**config.mk**
```make
export PLATFORM = sky130hd
export DESIGN_NAME = div_ctrl
export DESIGN_NICKNAME = d
export VERILOG_FILES = /design/src/rtl/div_ctrl.sv
export SDC_FILE = /design/constraint.sdc
export NUM_CORES = 1
export LEC_CHECK = 0
export CORE_MARGIN = 3
export CORE_UTILIZATION = 50
export DETAILED_ROUTE_END_ITERATION = 6
export GPL_ROUTABILITY_DRIVEN = 0
export HOLD_SLACK_MARGIN = 0.12
export PLACE_DENSITY_LB_ADDON = 0.12
export SLEW_MARGIN = 0
export SYNTH_ARGS = -nofsm -noshare
export SYNTH_HDL_FRONTEND = slang
export SYNTH_SLANG_ARGS = --single-unit
```
**constraint.sdc**
```tcl
create_clock -name clk -period 2.6 [get_ports clk]
set_input_delay 0.52 -clock clk [delete_from_list [all_inputs] [get_ports clk]]
set_output_delay 0.52 -clock clk [all_outputs]
set_load 0.02 [all_outputs]
```
**src/rtl/div_ctrl.sv**
```systemverilog
// Sequencer between the EX stage and a multi-cycle divider: resolves special cases,
// reuses the last quotient/remainder pair, and drains the divider on flush.
module div_ctrl #(
    parameter int unsigned WIDTH    = 32,
    parameter bit          CACHE_EN = 1'b1
) (
    input  logic             clk,
    input  logic             rst,
    input  logic             req_valid,
    input  logic [1:0]       req_op,
    input  logic [WIDTH-1:0] req_a,
    input  logic [WIDTH-1:0] req_b,
    output logic             req_ready,
    input  logic             flush,
    output logic             resp_valid,
    output logic [WIDTH-1:0] resp_data,
    output logic             ctrl_busy,
    output logic             div_start,
    output logic             div_sign,
    output logic [WIDTH-1:0] div_dividend,
    output logic [WIDTH-1:0] div_divisor,
    input  logic             div_busy,
    input  logic [WIDTH-1:0] div_quotient,
    input  logic [WIDTH-1:0] div_remainder
);

    localparam logic [WIDTH-1:0] MIN_NEG = {1'b1, {(WIDTH-1){1'b0}}};

    typedef enum logic [2:0] {
        S_IDLE,
        S_FAST,
        S_START,
        S_WAIT_HI,
        S_WAIT_LO,
        S_DONE,
        S_DRAIN_HI,
        S_DRAIN_LO
    } state_t;

    state_t state, state_nxt;

    logic             rem_q;
    logic [WIDTH-1:0] quo_q;
    logic [WIDTH-1:0] rmd_q;
    logic             resp_pend;
    logic [WIDTH-1:0] resp_hold;
    logic             cache_vld;
    logic [WIDTH-1:0] tag_a;
    logic [WIDTH-1:0] tag_b;
    logic             tag_sign;
    logic [WIDTH-1:0] cache_quo;
    logic [WIDTH-1:0] cache_rmd;

    logic             accept;
    logic             req_sign;
    logic             is_zero;
    logic             is_ovf;
    logic             is_hit;
    logic             cap_div;
    logic             cache_clr;
    logic [WIDTH-1:0] result;

    // Request decode; DIV/REM are the signed ops (op[0] == 0)
    assign accept   = (state == S_IDLE) && req_valid && !flush;
    assign req_sign = ~req_op[0];
    assign is_zero  = (req_b == '0);
    assign is_ovf   = req_sign && (req_a == MIN_NEG) && (req_b == '1);
    assign is_hit   = CACHE_EN && cache_vld && (req_a == tag_a) && (req_b == tag_b)
                      && (req_sign == tag_sign);

    assign result     = rem_q ? rmd_q : quo_q;
    assign resp_valid = resp_pend && !flush;
    assign resp_data  = resp_valid ? result : resp_hold;

    always_ff @(posedge clk) begin
        if (rst) begin
            state <= S_IDLE;
        end else begin
            state <= state_nxt;
        end
    end

    always_comb begin
        state_nxt = state;
        cap_div   = 1'b0;
        cache_clr = 1'b0;
        case (state)
            S_IDLE: begin
                if (accept) begin
                    state_nxt = (is_zero || is_ovf || is_hit) ? S_FAST : S_START;
                end
            end
            S_FAST, S_DONE: begin
                state_nxt = S_IDLE;
            end
            S_START: begin
                // the launch pulse is already out; a flush here must still drain
                cache_clr = flush;
                state_nxt = flush ? S_DRAIN_HI : S_WAIT_HI;
            end
            S_WAIT_HI: begin
                if (flush) begin
                    cache_clr = 1'b1;
                    state_nxt = div_busy ? S_DRAIN_LO : S_DRAIN_HI;
                end else if (div_busy) begin
                    state_nxt = S_WAIT_LO;
                end
            end
            S_WAIT_LO: begin
                if (flush) begin
                    cache_clr = 1'b1;
                    state_nxt = div_busy ? S_DRAIN_LO : S_IDLE;
                end else if (!div_busy) begin
                    cap_div   = 1'b1;
                    state_nxt = S_DONE;
                end
            end
            S_DRAIN_HI: begin
                if (div_busy) begin
                    state_nxt = S_DRAIN_LO;
                end
            end
            S_DRAIN_LO: begin
                if (!div_busy) begin
                    state_nxt = S_IDLE;
                end
            end
            default: begin
                state_nxt = S_IDLE;
            end
        endcase
    end

    // Operand latch, result selection and last-result cache
    always_ff @(posedge clk) begin
        if (rst) begin
            req_ready    <= 1'b1;
            ctrl_busy    <= 1'b0;
            div_start    <= 1'b0;
            div_sign     <= 1'b0;
            div_dividend <= '0;
            div_divisor  <= '0;
            rem_q        <= 1'b0;
            quo_q        <= '0;
            rmd_q        <= '0;
            resp_pend    <= 1'b0;
            resp_hold    <= '0;
            cache_vld    <= 1'b0;
            tag_a        <= '0;
            tag_b        <= '0;
            tag_sign     <= 1'b0;
            cache_quo    <= '0;
            cache_rmd    <= '0;
        end else begin
            req_ready <= (state_nxt == S_IDLE);
            ctrl_busy <= (state_nxt != S_IDLE);
            div_start <= (state_nxt == S_START);
            resp_pend <= (state_nxt == S_FAST) || (state_nxt == S_DONE);

            if (accept) begin
                div_dividend <= req_a;
                div_divisor  <= req_b;
                div_sign     <= req_sign;
                rem_q        <= req_op[1];
                if (is_zero) begin
                    quo_q <= '1;
                    rmd_q <= req_a;
                end else if (is_ovf) begin
                    quo_q <= req_a;
                    rmd_q <= '0;
                end else if (is_hit) begin
                    quo_q <= cache_quo;
                    rmd_q <= cache_rmd;
                end
            end

            if (cap_div) begin
                quo_q     <= div_quotient;
                rmd_q     <= div_remainder;
                cache_vld <= CACHE_EN;
                tag_a     <= div_dividend;
                tag_b     <= div_divisor;
                tag_sign  <= div_sign;
                cache_quo <= div_quotient;
                cache_rmd <= div_remainder;
            end

            if (cache_clr) begin
                cache_vld <= 1'b0;
            end

            if (resp_valid) begin
                resp_hold <= result;
            end
        end
    end

endmodule

```
==> results.yml <==
critical_path:
  crit_required_ns: 2.98
  r2r_slack_ns: 0.16
  path_cells: "clkdlybuf4s50_1 -> buf_4 -> nand4_1 -> nor2_1 -> nand4_1 -> nor4_4 -> buf_6 -> a211o_4 -> buf_12 -> clkbuf_16 -> nor3b_1 -> a311oi_1"
  reg2reg_depth: 10
  cp-startpoint: "req_b[3]"
  crit_path_start_kind: "input port"
  r2r-end: "rmd_q[14]"
  cp-endpoint: "rmd_q[14]"
  slowest_stage: "clkdlybuf4s50_1"
  worstReg2RegStart: "tag_b[4]"
  cp_data_arrival_time_ns: 2.98
  critPathKind: "input port to flip-flop"
  endpoint_kind: "flip-flop"
  cp_common_cell: "nand4_1"
  max_stage_delay_ns: 0.51
  worstPathMaxFanout: 15
yosys:
  mappedNetlistNets: 1796
  ys_seq_area_frac: 0.4689
  yosys_most_used_dff: "dfxtp_1"
  synthTopCellsByArea: "dfxtp_1 (47%), nand2_1 (15%), a21oi_1 (10%)"
  syn-instance-count: 1661
  yosysUniqueCellTypes: 45
  ys_warn_count: 0
  ys_ff_latch: 299
  syn_area_mm2: 0.01276
  synth_edf_count: 0
  netlist.area_leader.share: 0.4689
  yosysTopAreaCell: "dfxtp_1"
  async_flop_share: 0
  avgSynthCellArea_um2: 7.685
drt:
  routed_wl_um: 43150
  drt_pass1_iterations: 5
  post_drt_wl_per_cell_um: 18.91
  drc_errors: 0
  final_antenna_net_count: 0
  dr_total_vias: 13012
  via_per_inst: 5.702
  first_iter_violations: 1306
grt:
  antenna_found_initial: 2
  grt_pass1_vias: 12175
  track_usage: 0.2884
  grt_max_degree: 100
  overflow: 0
  grt_pass1_wl_um: 65320
outcome:
  violations: "setup timing"
  status: "finished, violations left"
clock_network:
  clockRootBuffer: "clkbuf_16"
  htree_num_levels: 2
  path_clk_slew_ns: 0.06
  cts.sinks: 299
  worst_skew_pair.late_latency_ns: 0.52
  cts_buffer_depth: 3
  tritoncts: "built"
  cts-buffers-inserted: 34
  holdBufCountCts: 0
placed_design:
  dp.cells: 2208
  portBuffers: 235
  place_ws_ns: -0.6712
  dp_hpwl_um: 28480
  place_area_mm2: 0.01619
power_and_ir_drop:
  pwr-share-comb: 0.119
  internal_power_mw: 8.021
  seq_power_share: 0.447
  power_density_mw_per_mm2: 605.6
  ir_drop_mv: 0.4619
  leakage_nw: 6.381
  switchingPower_mw: 2.703
  power.share.switching: 0.2521
  p_clk_frac: 0.434
floorplan:
  initial_core_util: 0.5173
  die_y_um: 165.8
  rows: 57
  die_area_mm2: 0.02748
  die_w_um: 165.8
  pin_count: 236
  core_mm2: 0.02468
final_layout:
  post-route-util: 0.7176
  fin_area_mm2: 0.01771
  final_nets: 2068
  area_growth_pct: 38.73
  drive_gt1_frac: 0.1252
  final_cells: 2282
timing:
  worst_slew_pin_slew_ns: 0.6960
  max_freq_mhz: 384.5
  clock_skew_ns: 0.01405
  slew_viol_final: 0
  finalHoldViolCount: 0
  slew_headroom: 0.5360
  fin_ws_ns: -0.0009992
  post-route-period-util: 1.000
  min_period_ns: 2.601
  setup_violations: 1
run:
  maxCapViolCount: 0
worst_hold_path:
  hold_class: "input port to flip-flop"
==> cells in the mapped netlist (2+ instances only) <==
cell       count
nand2_1      525
dfxtp_1      299
a21oi_1      263
o21ai_0      120
clkbuf_1     114
nor2b_1       34
a311oi_1      33
mux2i_1       33
nor3b_1       32
xor2_1        30
nor4_1        26
inv_1         24
nor2_1        15
xnor2_1       14
nand4_1       13
nand2b_1      11
buf_1          8
o21ai_1        8
o22ai_1        7
a211oi_1       4
buf_4          4
buf_6          4
nand3_1        4
o2111ai_1      4
a22o_1         3
and3_1         3
and4_1         3
nor3_1         3
a21o_1         2
a22oi_1        2
nor4_2         2
==> stage by stage <==
step           hold WS [ns]  power [mW]    TNS [ns]
2_1_floorplan        0.4332       5.383           0
3_3_place_gp         0.4388       6.092      -44.01
3_5_place_dp         0.4436       6.102      -45.19
4_1_cts              0.4514       10.71           0
5_1_grt              0.3796       11.06     -0.4743
6_report             0.3469       10.72  -0.0009992
==> critical path, delay by kind of cell <==
kind            cells  cell delay (ns)
simple gates        5             1.12
buf+inv             5             1.11
compound gates      2             0.22
==> logic make-up after synthesis <==
kind of cell    after synthesis  share of synthesized area
buf+inv                     155                    0.04921
simple gates                678                     0.2323
compound gates              452                     0.1935
xor+xnor                     44                    0.03019
mux                          33                    0.02588
flops                       299                     0.4689
==> state kept, by name (all words and copies together), names as in the netlist <==
register      cells
resp_pend         1
state             3
cache_vld         1
req_ready         1
div_start         1
quo_q            32
div_sign          1
rem_q             1
tag_a            32
tag_sign          1
resp_hold        32
div_dividend     32
ctrl_busy         1
rmd_q            32
div_divisor      32
cache_quo        32
cache_rmd        32
tag_b            32
==> power by group through the flow <==
| stage | combinational, mW | sequential [mW] | clock (mW) |
|---|---|---|---|
| 3_5_place_dp | 1.21 | 4.89 | 0 |
| 6_report | 1.27 | 4.79 | 4.66 |
| 5_1_grt | 1.35 | 4.80 | 4.91 |
| 3_3_place_gp | 1.21 | 4.89 | 0 |
| 2_1_floorplan | 0.458 | 4.93 | 0 |
| 4_1_cts | 1.23 | 4.79 | 4.70 |
==> how the worst min path moves through the flow <==
stage / from / endpoint / cells after the start
finish: req_a[9] / div_dividend[9] / 3
global route: req_b[24] / div_divisor[24] / 3
CTS: cache_quo[12] / cache_quo[12] / 2
detailed placement: cache_quo[12] / cache_quo[12] / 2
global placement: cache_quo[29] / cache_quo[29] / 2
floorplan: cache_quo[0] / cache_quo[0] / 2
==> metal layers <==
metal / part of all wire / vias up / global-route usage
met1: 0.43 / 6163 / 0.3948
met3: 0.086 / 91 / 0.06498
met4: 0.029 / 2 / 0.09005
li1: - / 6160 / -
met5: 0.00030 / - / 0
met2: 0.46 / 596 / 0.4573
==> area by class of cell <==
| class | count | area, µm² |
|---|---|---|
| Sequential cell | 299 | 5987 |
| Inverter | 24 | 90.09 |
| Clock inverter | 7 | 60.06 |
| Fill cell | 1995 | 6968 |
| Clock buffer | 53 | 1032 |
| Tap cell | 324 | 405.4 |
| Antenna cell | 1 | 2.502 |
| Timing Repair Buffer | 366 | 3696 |
| Multi-Input combinational cell | 1208 | 6435 |
==> layout by cell type (no fill, tap or decap), types with 7 or more instances in the layout <==
master	netlist	routed
a21oi_1	263	263
a311oi_1	33	28
buf_12	0	23
buf_4	4	96
buf_6	4	7
clkbuf_1	114	8
clkbuf_16	0	38
clkbuf_2	0	15
clkbuf_8	0	12
clkdlybuf4s15_1	0	9
clkdlybuf4s50_1	0	179
dfxtp_1	299	298
dlymetal6s2s_1	0	23
inv_1	24	24
mux2i_1	33	32
nand2_1	525	524
nand2b_1	11	11
nand4_1	13	13
nor2_1	15	14
nor2b_1	34	34
nor3b_1	32	22
nor3b_2	0	9
nor4_1	26	18
nor4_2	2	7
o21ai_0	120	117
o21ai_1	8	11
o22ai_1	7	7
xnor2_1	14	12
xor2_1	30	29
==> what timing repair did <==
action                                  4_1_cts  5_1_grt
cloned                                        1        5
endpoints found under the setup margin       98       92
pin swaps                                     1       16
buffers inserted                              0        7
resized for setup                            39      124
endpoints found under the hold margin         0        0
Power figures use the tool's default switching activity.
